## src/rtl/debounce_pkg.sv

```systemverilog
// Shared helpers for the multi-channel switch debouncer.
// Counter widths are sized so that a counter can hold its own limit value.
package debounce_pkg;

    function automatic int unsigned cnt_width(input int unsigned limit);
        return $clog2(limit + 1);
    endfunction

endpackage

```

## src/rtl/debounce_channel.sv

```systemverilog
// One debounced switch channel: 2-flop synchroniser, stability counter,
// registered level with rise/fall pulses and a once-per-press long-hold pulse.
module debounce_channel
    import debounce_pkg::*;
#(
    parameter int unsigned DEBOUNCE_LIMIT = 250000,
    parameter int unsigned HOLD_LIMIT     = 12500000
) (
    input  logic i_clk,
    input  logic i_reset,
    input  logic i_bouncy,
    output logic o_debounced,
    output logic o_rise,
    output logic o_fall,
    output logic o_long
);

    localparam int unsigned CntW  = cnt_width(DEBOUNCE_LIMIT);
    localparam int unsigned HcntW = cnt_width(HOLD_LIMIT);

    localparam logic [CntW-1:0]  CntLast  = CntW'(DEBOUNCE_LIMIT - 1);
    localparam logic [HcntW-1:0] HoldMax  = HcntW'(HOLD_LIMIT);
    localparam logic [HcntW-1:0] HoldLast = HcntW'(HOLD_LIMIT - 1);

    logic [1:0]       sync_q;
    logic             s;
    logic [CntW-1:0]  cnt_q, cnt_d;
    logic [HcntW-1:0] hcnt_q, hcnt_d;
    logic             deb_q, deb_d;
    logic             rise_q, rise_d;
    logic             fall_q, fall_d;
    logic             long_q, long_d;

    assign s = sync_q[1];

    always_comb begin
        deb_d  = deb_q;
        cnt_d  = '0;
        rise_d = 1'b0;
        fall_d = 1'b0;
        if (s != deb_q) begin
            if (cnt_q == CntLast) begin
                deb_d  = s;
                rise_d = s;
                fall_d = ~s;
            end else begin
                cnt_d = cnt_q + 1'b1;
            end
        end
    end

    // Clearing on the falling edge itself keeps o_long and o_fall mutually exclusive.
    always_comb begin
        hcnt_d = hcnt_q;
        long_d = 1'b0;
        if (!deb_q || fall_d) begin
            hcnt_d = '0;
        end else if (hcnt_q != HoldMax) begin
            hcnt_d = hcnt_q + 1'b1;
            long_d = (hcnt_q == HoldLast);
        end
    end

    always_ff @(posedge i_clk) begin
        if (i_reset) begin
            sync_q <= '0;
            cnt_q  <= '0;
            hcnt_q <= '0;
            deb_q  <= 1'b0;
            rise_q <= 1'b0;
            fall_q <= 1'b0;
            long_q <= 1'b0;
        end else begin
            sync_q <= {sync_q[0], i_bouncy};
            cnt_q  <= cnt_d;
            hcnt_q <= hcnt_d;
            deb_q  <= deb_d;
            rise_q <= rise_d;
            fall_q <= fall_d;
            long_q <= long_d;
        end
    end

    assign o_debounced = deb_q;
    assign o_rise      = rise_q;
    assign o_fall      = fall_q;
    assign o_long      = long_q;

endmodule

```

## src/rtl/debounce_multi_filter.sv

```systemverilog
// N-channel switch debouncer; each channel is an independent debounce_channel.
module debounce_multi_filter
    import debounce_pkg::*;
#(
    parameter int unsigned NUM_CH         = 4,
    parameter int unsigned DEBOUNCE_LIMIT = 250000,
    parameter int unsigned HOLD_LIMIT     = 12500000
) (
    input  logic              i_clk,
    input  logic              i_reset,
    input  logic [NUM_CH-1:0] i_bouncy,
    output logic [NUM_CH-1:0] o_debounced,
    output logic [NUM_CH-1:0] o_rise,
    output logic [NUM_CH-1:0] o_fall,
    output logic [NUM_CH-1:0] o_long
);

    for (genvar g = 0; g < NUM_CH; g++) begin : g_ch
        debounce_channel #(
            .DEBOUNCE_LIMIT(DEBOUNCE_LIMIT),
            .HOLD_LIMIT    (HOLD_LIMIT)
        ) u_ch (
            .i_clk      (i_clk),
            .i_reset    (i_reset),
            .i_bouncy   (i_bouncy[g]),
            .o_debounced(o_debounced[g]),
            .o_rise     (o_rise[g]),
            .o_fall     (o_fall[g]),
            .o_long     (o_long[g])
        );
    end

endmodule

```

## config.mk

```make
export PLATFORM = sky130hd
export DESIGN_NAME = debounce_multi_filter
export DESIGN_NICKNAME = d
export VERILOG_FILES = /design/src/rtl/debounce_pkg.sv /design/src/rtl/debounce_channel.sv /design/src/rtl/debounce_multi_filter.sv
export SDC_FILE = /design/constraint.sdc
export NUM_CORES = 1
export LEC_CHECK = 0
export ABC_AREA = 1
export CAP_MARGIN = 20
export CORE_MARGIN = 2
export CORE_UTILIZATION = 55
export DETAILED_ROUTE_END_ITERATION = 16
export PLACE_DENSITY = 0.71
export SYNTH_ARGS = -nofsm -noshare
export SYNTH_HDL_FRONTEND = slang
export SYNTH_SLANG_ARGS = --single-unit
```

## constraint.sdc

```tcl
create_clock -name i_clk -period 2.3 [get_ports i_clk]
set_input_delay 0.46 -clock i_clk [delete_from_list [all_inputs] [get_ports i_clk]]
set_output_delay 0.46 -clock i_clk [all_outputs]
set_load 0.1 [all_outputs]
```

==> impl_metrics.csv, run 1 <==
group,metric,value,unit
synthesis,synth-simple-area-share,40.1,%
setup_path,timing.critical_path.to_type,"flip-flop",
final_layout,multi_input_area,5200,sq um
global_route,grt_pass1_vias,7716,
synthesis,synth_compound_area_share,3.49,%
global_route,grtUsageTotal,20.1,%
clock_network,ctsLongestPathBuffers,2,
synthesis,ys.warnings.count,0,
sta,tightestPinTransition,0.606,ns
power_and_ir_drop,ir_drop,0.588,mV
floorplanning,die_y_extent,139,microns
final_layout,finalNetCount,1525,
global_route,grt_pass1_wl,33100,microns
synthesis,syn_avg_cell_area,6.68,sq um
setup_path,reg2reg_setup_slack,0.50,ns
placed_design,detailedPlacementHpwl,13700,microns
sta,timing.final.crit_period,1.80,ns
synthesis,ys_top_cells_by_area,"dfxtp_1, nand2_1, nor2_1, inv_1, nand3_1",
synthesis,yosysMostFrequentCell,"nand2_1",
sta,fmax,554,MHz
setup_path,critical_path_arrival,2.10,ns
clock_network,post_cts_hold_buffer_count,0,
sta,timing.final.setup_violations,0,
synthesis,async_reset_ff_share,0,%
global_route,gr-usage-met2,33.4,%
global_route,grt_start_max_net_pins,26,
sta,timing.slew.headroom,59.3,%
clock_network,tritoncts,"done",
route,detailedRoute.firstPassIterationCount,6,
synthesis,synth_top_area_share,38.5,%
setup_path,classification_of_the_worst_setup_path,"flip-flop to flip-flop",
final_layout,area_growth,8.60,%
floorplanning,floorplan.die_area,19200,sq um
floorplanning,core_area,17900,sq um
synthesis,most_frequent_cells_after_synthesis,"nand2_1, nor2_1, dfxtp_1, inv_1, nand3_1",
final_layout,antenna-diode-count,0,
clock_network,tritoncts_num_sinks,192,
final_layout,post-route-util,60.5,%
synthesis,synth-seq-cells,192,
route,initial_detailed_routing_violation_count,362,
power_and_ir_drop,power_leakage,0.00372,uW
route,drcViolationCount,0,
synthesis,synth_xor_xnor_area_share,7.02,%
setup_path,worstPathRequired,2.60,ns
global_route,grt_use_met1,26.7,%
floorplanning,die_x,139,microns
sta,fin_tns_setup,0,ns
clock_network,clkLatencyLatePin,0.43,ns
clock_network,cts_htree_levels,4,
synthesis,post-synth-top-area-cell,"dfxtp_1",
clock_network,resized_gates_after_cts,0,
placed_design,io_buffer_count,21,
route,totalWireLength,18800,microns
global_route,antenna_found_initial,0,
clock_network,tritoncts.num_buffers,17,
synthesis,muxShareOfSynthArea,0,%
synthesis,synth-seq-area-share,38.5,%
synthesis,syn_nets,1511,
route,routed_wire_length_per_instance,10.8,microns
final_layout,post_route_cells_drive_above_1_share,6.84,%
setup_path,cp_max_fo,25,
synthesis,synth_area,9980,sq um
synthesis,synth_cells,1493,
route,dr_total_vias,8476,
worst_hold_path,hp-class,"flip-flop to flip-flop",
final_layout,n_fill_cell,1667,
sta,post-route-period-util,78.5,%
sta,skew,0.00919,ns
final_layout,seqCellArea,3840,sq um
floorplanning,design.portCount,22,
job,maxCapViolCount,0,
synthesis,synthDistinctLibCells,32,
clock_network,worst_setup_hold_path_clk_slew,0.07,ns
route,viasPerCell,4.85,
global_route,grt_busiest_layer,"met2",
status,run_status,"completed",
synthesis,synthFlopType,"dfxtp_1",
power_and_ir_drop,design_power_total,6430,uW
synthesis,number_of_enable_type_register_cells_in_the_synthesized_netlist,0,
floorplanning,initial_utilization,55.7,%
global_route,met3_usage,4.21,%
setup_path,worstSetupStartpointType,"flip-flop",
sta,finalHoldViolCount,0,
floorplanning,num_rows,49,
clock_network,ctsRootBufferMaster,"clkbuf_16",
placed_design,place.gp.congestion,0.875,
route,detail_route_antenna_nets,0,
power_and_ir_drop,cellPowerDensity,593,nW/um^2
synthesis,yosys.area_share.adder,1.51,%
sta,maxSlewViolCount,0,
synthesis,synth_top_family_by_area,"simple AND/OR/NAND/NOR gates",
clock_network,post-cts-setup-buffers,0,
global_route,grt-ovfl-total,0,
sta,grt_setup_unrepaired,"no",
-- through the flow --
step / cell area, sq um / cells / hold slack [ns] / setup WS [ns]
after floorplan: 9980 / 1493 / 0.388 / 0.846
after global placement: 10200 / 1717 / 0.389 / 0.366
after detailed placement: 10200 / 1717 / 0.394 / 0.360
after CTS: 10800 / 1749 / 0.403 / 0.449
after global routing: 10800 / 1749 / 0.432 / 0.318
final: 10800 / 1749 / 0.402 / 0.495
-- cells in the final DEF, fill, tap and decap left out --
cell type,n
xor2_1,46
a31oi_1,2
a21oi_1,46
nor2_4,5
clkinv_4,2
inv_1,180
nand2_4,1
nand3_1,83
clkbuf_16,17
clkinvlp_4,3
nand3_2,11
inv_2,3
clkdlybuf4s50_1,5
nand3b_1,11
nor2_1,350
nand4_1,35
nor3_4,2
inv_6,3
inv_8,1
nor2_2,12
nor4_1,5
xnor2_1,34
nand3_4,1
nand4_2,1
nor2b_1,6
bufinv_16,3
or2_0,4
nand2_1,374
nand2_2,7
o21bai_1,6
nor3_1,13
or2_2,8
clkinv_2,3
dfxtp_1,192
ha_1,12
o21ai_0,12
buf_4,21
-- worst paths after layout --
| check | from | to | cells after the start |
|---|---|---|---|
| max reg2reg | g_ch[3].u_ch.cnt_q[0]$_SDFF_PP0_ | g_ch[3].u_ch.hcnt_q[22]$_SDFFE_PP0P_ | 6 |
| min | g_ch[1].u_ch.sync_q[0]$_SDFF_PP0_ | g_ch[1].u_ch.sync_q[1]$_SDFF_PP0_ | 2 |
| min reg2reg | g_ch[1].u_ch.sync_q[0]$_SDFF_PP0_ | g_ch[1].u_ch.sync_q[1]$_SDFF_PP0_ | 2 |
| max | g_ch[3].u_ch.cnt_q[0]$_SDFF_PP0_ | g_ch[3].u_ch.hcnt_q[22]$_SDFFE_PP0P_ | 6 |
-- critical path, cell delays in order (launching register included) --
cell and delay [ns]:
dfxtp_1 0.40, ha_1 0.21, nand3_1 0.16, nor2_1 0.24, nand3_1 0.15, nand2_2 0.41
nor2_1 0.11
-- logic make-up (layout without fill, tap and decap cells) --
logic type / count (synthesis) / after routing
flip-flops: 192 / 192
AO/OA/AOI/OAI: 66 / 66
XOR/XNOR: 80 / 80
adder cells (fa/ha/maj): 12 / 12
buffers and inverters: 214 / 241
AND/OR/NAND/NOR: 929 / 929
-- state kept, by name (all words and copies together), names as in the netlist --
register / cells
g_ch.u_ch.hcnt_q: 96
g_ch.u_ch.cnt_q: 72
g_ch.u_ch.sync_q: 8
g_ch.u_ch.o_debounced: 4
g_ch.u_ch.o_fall: 4
g_ch.u_ch.o_long: 4
g_ch.u_ch.o_rise: 4
-- power breakdown --
part           switching [uW]  internal (uW)  total (uW)
registers                5.57           3330        3340
logic                    27.9           18.3        46.2
clock network            1320           1730        3040
total                    1350           5080        6430
-- routing by layer --
metal | part of all wire (%) | up-vias | routed length (microns)
met5 | 0 | - | 0
met4 | 0.86 | 0 | 162
met3 | 2.7 | 14 | 510
met2 | 46 | 99 | 8580
met1 | 51 | 3738 | 9560
li1 | - | 4625 | -
-- area by class of cell --
| type | count | share of cell area, % |
|---|---|---|
| multi-input combinational | 1087 | 48.0 |
| sequential | 192 | 35.5 |
| inverter | 183 | 6.34 |
| clock buffer | 17 | 3.93 |
| tap | 229 | 2.64 |
| timing repair buffer | 26 | 1.92 |
| clock inverter | 15 | 1.69 |
(Power assumes the default switching activity.)
==> run 2, diff against run 1 <==
clock period = 1.7 ns   (was 2.3 ns; I/O delays follow)
==> run 2 against run 1 <==
Net effect: register-to-register slack got worse by 0.37 ns; wire length rose by 4.4%; clock skew barely moved; via count rose by 3.3%; largest power group unchanged; highest routed layer unchanged.
==> impl_metrics.csv, run 2 (synthesis results as in run 1) <==
group,metric,value,unit
global_route,grt-ovfl-total,0,
clock_network,tritoncts_num_sinks,192,
global_route,grt_pass1_wl,34700,microns
floorplanning,num_rows,49,
route,detailedRoute.firstPassIterationCount,4,
floorplanning,initial_utilization,55.7,%
placed_design,place.gp.congestion,0.848,
status,run_status,"completed",
setup_path,reg2reg_setup_slack,0.12,ns
global_route,grt_pass1_vias,8197,
worst_hold_path,whs_endpoint,"g_ch[0].u_ch.sync_q[1]$_SDFF_PP0_",
sta,fmax,634,MHz
final_layout,finish.cell_count_without_fillers,1768,
placed_design,place.detailed.instances,1736,
route,drcViolationCount,0,
route,dr_total_vias,8755,
setup_path,rr_endpoint,"g_ch[2].u_ch.cnt_q[16]$_SDFF_PP0_",
route,initial_detailed_routing_violation_count,453,
placed_design,detailedPlacementHpwl,14200,microns
sta,grt_setup_unrepaired,"no",
power_and_ir_drop,cellPowerDensity,780,nW/um^2
placed_design,io_buffer_count,21,
final_layout,finalNetCount,1544,
power_and_ir_drop,power_leakage,0.00389,uW
clock_network,worst_setup_hold_path_clk_slew,0.07,ns
clock_network,tritoncts.num_buffers,17,
power_and_ir_drop,ir_drop,0.652,mV
sta,finalHoldViolCount,0,
sta,timing.slew.headroom,70.5,%
route,detail_route_antenna_nets,0,
final_layout,reg.largest.list,"g_ch.u_ch.hcnt_q x96, g_ch.u_ch.cnt_q x72, g_ch.u_ch.sync_q x8",
route,totalWireLength,19700,microns
clock_network,clkLatencyLatePin,0.43,ns
final_layout,antenna-diode-count,0,
worst_hold_path,min_delay_path_depth,2,
floorplanning,design.portCount,22,
final_layout,largest-register,"g_ch.u_ch.hcnt_q",
setup_path,cp_max_fo,3,
sta,timing.final.crit_period,1.58,ns
final_layout,final_cell_mix,"nand2_1, nor2_1, dfxtp_1",
floorplanning,die_x,139,microns
clock_network,cts_htree_levels,4,
final_layout,post-route-util,62.9,%
setup_path,r2r-start,"g_ch[2].u_ch.cnt_q[1]$_SDFF_PP0_",
sta,post-route-period-util,92.7,%
clock_network,ctsLongestPathBuffers,2,
final_layout,n_fill_cell,1631,
sta,skew,0.00894,ns
global_route,antenna_found_initial,0,
setup_path,critical_path_arrival,1.95,ns
clock_network,post-cts-setup-buffers,0,
setup_path,worstPathRequired,2.07,ns
setup_path,worstSetupStartpointType,"flip-flop",
setup_path,timing.critical_path.to_type,"flip-flop",
clock_network,ctsRootBufferMaster,"clkbuf_16",
final_layout,post_route_cells_drive_above_1_share,8.19,%
sta,timing.final.setup_violations,0,
global_route,grt_start_max_net_pins,26,
sta,maxSlewViolCount,0,
route,routed_wire_length_per_instance,11.1,microns
floorplanning,floorplan.die_area,19200,sq um
global_route,grtUsageTotal,21.0,%
sta,tightestPinTransition,0.440,ns
setup_path,timing.reg2reg.worst_path_depth,9,
floorplanning,core_area,17900,sq um
final_layout,largest_register_ff_count,96,
final_layout,final_common_cell,"nand2_1",
setup_path,classification_of_the_worst_setup_path,"flip-flop to flip-flop",
worst_hold_path,min_delay_src,"g_ch[0].u_ch.sync_q[0]$_SDFF_PP0_",
final_layout,area_growth,12.9,%
job,maxCapViolCount,0,
worst_hold_path,hp-class,"flip-flop to flip-flop",
floorplanning,die_y_extent,139,microns
route,viasPerCell,4.95,
clock_network,tritoncts,"done",
[run 2: cell types whose count changed in the layout (fill, tap and decap cells not counted), sizes merged]
cell      change
buf          +19
clkinv        -1
clkinvlp      -1
clkbuf        +6
inv           -4
[run 2: how the worst max path moves through the flow]
stage	startpoint	end	slack, ns	cells after the start
floorplan	g_ch[2].u_ch.cnt_q[0]$_SDFF_PP0_	g_ch[2].u_ch.hcnt_q[12]$_SDFFE_PP0P_	0.25	7
global route	g_ch[0].u_ch.cnt_q[0]$_SDFF_PP0_	g_ch[0].u_ch.hcnt_q[19]$_SDFFE_PP0P_	0.002	7
detailed placement	i_reset	g_ch[2].u_ch.hcnt_q[12]$_SDFFE_PP0P_	-0.05	5
global placement	i_reset	g_ch[1].u_ch.cnt_q[2]$_SDFF_PP0_	-0.03	5
finish	g_ch[2].u_ch.cnt_q[1]$_SDFF_PP0_	g_ch[2].u_ch.cnt_q[16]$_SDFF_PP0_	0.12	9
CTS	g_ch[2].u_ch.cnt_q[1]$_SDFF_PP0_	g_ch[2].u_ch.cnt_q[16]$_SDFF_PP0_	0.06	9
[run 2: routing by layer]
metal,vias to the layer above,share of wire [%],GRT usage (%),routed length [microns]
met5,-,0,0,0
met4,0,1.9,7.12,371
met3,32,2.8,3.80,546
met2,110,47,36.7,9210
met1,3945,48,26.3,9520
li1,4668,-,-,-
[run 2: layout make-up]
cell class | count | area (sq um) | area share (%)
clock buffers | 23 | 498 | 4.42
clock inverters | 9 | 129 | 1.14
inverters | 183 | 687 | 6.10
multi-input cells | 1087 | 5230 | 46.4
flip-flops and latches | 192 | 3840 | 34.1
well taps | 229 | 287 | 2.54
repair buffers | 45 | 588 | 5.22
[run 2: metrics by stage]
step	setup slack, ns	hold WS, ns	power, uW	TNS, ns	cell area (sq um)
2_1_floorplan	0.246	0.388	4660	0	9980
3_3_place_gp	-0.0280	0.390	4690	-0.263	10600
3_5_place_dp	-0.0480	0.392	4690	-1.20	10600
4_1_cts	0.0568	0.405	8880	0	11200
5_1_grt	0.00163	0.408	9050	0	11300
6_report	0.123	0.401	8780	0	11300
[run 2: power by group]
part           internal, uW  switching (uW)  leakage [uW]  total, uW
clock                  2510            1690      0.000305       4200
sequential             4510            6.54       0.00155       4510
combinational          30.2            40.1       0.00203       70.3
[run 2: timing repair]
| item | CTS | global route |
|---|---|---|
| gates resized for setup | 0 | 7 |
| hold endpoints to repair | 0 | 0 |
| hold buffers | 0 | 0 |
| endpoints found under the setup margin | 0 | 45 |
[run 2: worst max-delay path, cell delays in order, from the launching register on]
cell and delay, ns:
dfxtp_1 0.36, ha_2 0.22, nand3_2 0.11, buf_4 0.16, inv_1 0.11, nand2_1 0.11
nor2_2 0.17, xor2_1 0.16, nand2_1 0.07, inv_1 0.04
==> run 3, diff against run 2 <==
CELL_PAD_IN_SITES_DETAIL_PLACEMENT = 0   (was default)
CELL_PAD_IN_SITES_GLOBAL_PLACEMENT = 1   (was default)
CORE_UTILIZATION = 45   (was 55)
PLACE_DENSITY = 0.79   (was 0.71)
SETUP_SLACK_MARGIN = 0.4   (was default)
==> run 3 against run 2 <==
Net effect: sequential power decreased by 0.9%; critical path type unchanged; global-route usage decreased by 1.6 points; non-clock buffer count increased by 99.
==> impl_metrics.csv, run 3 (synthesis results as in run 1) <==
group,metric,value,unit
route,totalWireLength,24500,microns
route,initial_detailed_routing_violation_count,324,
setup_path,critical_path_arrival,1.81,ns
route,detailedRoute.firstPassIterationCount,5,
route,routed_wire_length_per_instance,12.7,microns
setup_path,worstSetupStartpointType,"flip-flop",
final_layout,post-route-util,64.0,%
global_route,antenna_found_initial,0,
clock_network,post_cts_hold_buffer_count,0,
clock_network,ctsRootBufferMaster,"clkbuf_16",
clock_network,ctsLongestPathBuffers,2,
sta,maxSlewViolCount,0,
final_layout,largest-register,"g_ch.u_ch.hcnt_q",
floorplanning,design.portCount,22,
power_and_ir_drop,clock_network_fraction_of_design_power,48.9,%
global_route,grtUsageTotal,19.5,%
power_and_ir_drop,power_leakage,0.00479,uW
clock_network,worst_setup_hold_path_clk_slew,0.07,ns
power_and_ir_drop,design_power_total,8990,uW
setup_path,cp_max_fo,6,
floorplanning,floorplan.die_area,23400,sq um
placed_design,pre_cts_ws,-0.0413,ns
global_route,grt_pass1_wl,38100,microns
floorplanning,die_x,153,microns
sta,timing.slew.headroom,65.3,%
final_layout,finalNetCount,1649,
sta,grt_setup_unrepaired,"yes",
power_and_ir_drop,switching_share_of_total_power,21.3,%
floorplanning,num_rows,54,
global_route,grt_start_max_net_pins,21,
clock_network,tritoncts,"done",
status,run_status,"completed",
floorplanning,core_area,21800,sq um
job,maxCapViolCount,0,
clock_network,cts_htree_levels,4,
sta,skew,0.0112,ns
power_and_ir_drop,p_switching,1910,uW
route,detail_route_antenna_nets,0,
worst_hold_path,hp-class,"flip-flop to flip-flop",
setup_path,timing.critical_path.to_type,"flip-flop",
sta,final.setup.worst_slack,0.214,ns
final_layout,antenna-diode-count,0,
floorplanning,initial_utilization,45.7,%
power_and_ir_drop,cellPowerDensity,644,nW/um^2
sta,finalHoldViolCount,0,
clock_network,tritoncts_num_sinks,192,
sta,timing.final.crit_period,1.49,ns
clock_network,clkLatencyLatePin,0.44,ns
final_layout,seqCellArea,4020,sq um
final_layout,final_cell_mix,"nand2_1, nor2_1, inv_1",
power_and_ir_drop,p_int,7080,uW
placed_design,io_buffer_count,21,
final_layout,final_common_cell,"nand2_1",
clock_network,tritoncts.num_buffers,17,
final_layout,reg.largest.list,"g_ch.u_ch.hcnt_q x96, g_ch.u_ch.cnt_q x72, g_ch.u_ch.sync_q x8",
route,dr_total_vias,9277,
global_route,grt_pass1_vias,8370,
route,drcViolationCount,0,
power_and_ir_drop,ir_drop,0.515,mV
power_and_ir_drop,p_comb_share,1.3,%
placed_design,detailedPlacementHpwl,14900,microns
sta,tightestPinTransition,0.519,ns
final_layout,post_route_cells_drive_above_1_share,33.5,%
route,viasPerCell,4.82,
sta,fmax,673,MHz
final_layout,largest_register_ff_count,96,
final_layout,n_fill_cell,1950,
placed_design,place.gp.congestion,0.791,
final_layout,area_growth,39.9,%
setup_path,worstPathRequired,2.02,ns
sta,fin_tns_setup,0,ns
floorplanning,die_y_extent,153,microns
setup_path,classification_of_the_worst_setup_path,"flip-flop to flip-flop",
sta,timing.final.setup_violations,0,
global_route,grt-ovfl-total,0,
sta,post-route-period-util,87.4,%
final_layout,multi_input_area,6540,sq um
sta,hold_slack,0.403,ns
power_and_ir_drop,share_seq_of_total_power,49.8,%
[run 3: stage by stage]
step	instance area [sq um]	instances
floorplan	10100	1493
global placement	10800	1784
detailed placement	10800	1784
CTS	12600	1881
global route	14000	1924
finish	14000	1924
[run 3: path summary, 6_finish.rpt]
check	from	to	slack (ns)	cells after the start
setup / recovery	g_ch[0].u_ch.cnt_q[13]$_SDFF_PP0_	g_ch[0].u_ch.hcnt_q[2]$_SDFFE_PP0P_	0.21	8
hold reg to reg	g_ch[1].u_ch.sync_q[0]$_SDFF_PP0_	g_ch[1].u_ch.sync_q[1]$_SDFF_PP0_	0.40	2
setup reg to reg	g_ch[0].u_ch.cnt_q[13]$_SDFF_PP0_	g_ch[0].u_ch.hcnt_q[2]$_SDFFE_PP0P_	0.21	8
hold / removal	g_ch[1].u_ch.sync_q[0]$_SDFF_PP0_	g_ch[1].u_ch.sync_q[1]$_SDFF_PP0_	0.40	2
[run 3: area by class of cell]
| class | count | area share (%) |
|---|---|---|
| multi-input cells | 1093 | 46.8 |
| flip-flops and latches | 192 | 28.8 |
| repair buffers | 144 | 12.2 |
| inverters | 183 | 5.01 |
| clock buffers | 20 | 3.27 |
| well taps | 280 | 2.51 |
| clock inverters | 12 | 1.30 |
[run 3: worst max-delay path: stages (launching register included)]
cell       delay, ns
dfxtp_2         0.35
nor2_2          0.10
nand2_1         0.07
nor2_2          0.17
nand4_1         0.18
nand2_2         0.17
buf_6           0.14
clkbuf_16       0.15
nor2_1          0.04
[run 3: routing by layer]
layer | wire length [microns] | track usage (%) | vias to the layer above
met5 | 0 | 0 | -
met4 | 243 | 4.98 | 0
met3 | 538 | 3.12 | 22
met2 | 12200 | 33.3 | 98
met1 | 11500 | 25.7 | 4253
li1 | - | - | 4904
[run 3: timing repair]
item                                    in CTS  in global routing
cloned                                       7                 11
endpoints found under the setup margin     192                196
resized for setup                          172                271
pin swaps                                   51                 80
setup buffers                               58                 32
hold endpoints to repair                     0                  0
[run 3: power by group through the flow]
stage          logic [uW]  clock network, uW  registers, uW
2_1_floorplan        40.5                  0           4620
3_3_place_gp         75.9                  0           4620
3_5_place_dp         77.6                  0           4620
4_1_cts              95.2               4500           4490
5_1_grt               131               4670           4470
6_report              121               4390           4470
==> patch, RTL diff (config.mk and constraints of run 2) <==
Make the reset (`i_reset`) asynchronous in one clocked block.
--- a/src/rtl/debounce_channel.sv
+++ b/src/rtl/debounce_channel.sv
@@ -61,7 +61,7 @@
         end
     end
 
-    always_ff @(posedge i_clk) begin
+    always_ff @(posedge i_clk or posedge i_reset) begin
         if (i_reset) begin
             sync_q <= '0;
             cnt_q  <= '0;
Formal check against the unedited RTL: no difference found for any inputs over 10 cycles, from zero or initial values and one cycle with i_reset high; that may be too few to reach the edited logic, so the function may still have changed.
==> patch against run 2 <==
Die area increased by 11%. Setup slack got worse by 8.1 ps. Area after synthesis increased by 12%. Sequential share of layout area increased by 4.1 points. Routed wire length increased by 20%. Sequential cell count unchanged. Synthesized cell count increased by 3.8%. Design area increased by 12%. Cell count increased by 6.1%. Hold slack got worse by 120 ps.
Power is not compared: it rests on default switching activity, and its combinational part moved more than twofold at a synthesized area within 25%.
==> patch: results (changes against run 2) <==
** Logic synthesis
- Adder-cell area share of the yosys netlist :: 1.35% (was 1.51%)
- The gate count after technology mapping was 1549 (was 1493).
- Synth Area in XOR/XNOR :: 6.37% (was 7.02%)
- Largest cells by area after synthesis :: sky130_fd_sc_hd__dfrtp_1 43%, sky130_fd_sc_hd__nor2_1 14%, sky130_fd_sc_hd__nand2_1 14% (was sky130_fd_sc_hd__dfxtp_1 39%, sky130_fd_sc_hd__nand2_1 14%, sky130_fd_sc_hd__nor2_1 13%)
- Total nets after synthesis :: 1567 (was 1511)

** Route
- The initial DRC count was 555 (was 453).
- Detailed route wirelength on metal3 :: 865 µm (was 546 µm)
- The first-pass detailed-route iteration total is 5 (was 4).
- The number of vias per cell is 5.01 (was 4.95).
- Met2 WL :: 11200 µm (was 9210 µm)

** Run status
- Result of the run: finished clean (unchanged).

** Timing
- The final worst hold slack is 278 ps (was 401 ps).
- Slew HR :: 70.0% (was 70.5%)

** GRT
- The wire length of the first global-routing pass was 40700 µm (was 34700 µm).
- Met2 global-route usage :: 38.1% (was 36.7%)

** Placement
- The number of instances in the placed design was 1844 (was 1736).
- The area after detailed placement was 11900 µm² (was 10600 µm²).
- The placer congestion estimate is 0.918 (was 0.848).
- The worst slack at placement came to 127 ps (was -48.0 ps).

** Layout
- The number of non-clock buffers came to 51 (was 45).
- The clock buffer and inverter area fraction after layout was 4.76% (was 5.57%).
- The count of inverters not on the clock network in the layout came to 168 (was 183).
- Sequential portion of the cell area :: 38.3% (was 34.1%)
- The fraction of layout cells with a size suffix above 1 came to 9.09% (was 8.19%).

** Worst setup path
- Delay-heaviest family, CP :: flip-flops (was simple AND/OR/NAND/NOR gates)
- Largest fanout on the critical path :: 6 (was 3)
- Worst path arrival time :: 1240 ps (was 1950 ps)
- The number of cells on the worst reg-to-reg path is 7 (was 9).
- The critical register-to-register path startpoint was g_ch[3].u_ch.hcnt_q[0] (was g_ch[2].u_ch.cnt_q[1]).
==> patch: cell count changes after synthesis, moves of 17 or more <==
cell,change
sky130_fd_sc_hd__nand2_1,+31
sky130_fd_sc_hd__nor2_1,+56
sky130_fd_sc_hd__inv_1,-17
sky130_fd_sc_hd__a21oi_1,-31
sky130_fd_sc_hd__dfrtp_1,+192
sky130_fd_sc_hd__dfxtp_1,-192
==> patch: worst max-delay path by stage <==
stage | startpoint | end
after floorplan | i_reset | g_ch[0].u_ch.cnt_q[0]
after global placement | g_ch[0].u_ch.cnt_q[0] | g_ch[0].u_ch.cnt_q[10]
after detailed placement | g_ch[3].u_ch.cnt_q[0] | g_ch[3].u_ch.hcnt_q[13]
after CTS | g_ch[3].u_ch.o_debounced | o_debounced[3]
after global routing | g_ch[2].u_ch.cnt_q[0] | g_ch[2].u_ch.cnt_q[16]
final | g_ch[3].u_ch.o_debounced | o_debounced[3]
==> patch: repair_timing <==
item	in CTS	in global routing
resized for setup	0	5
setup endpoints to repair	0	27
hold endpoints to repair	0	0
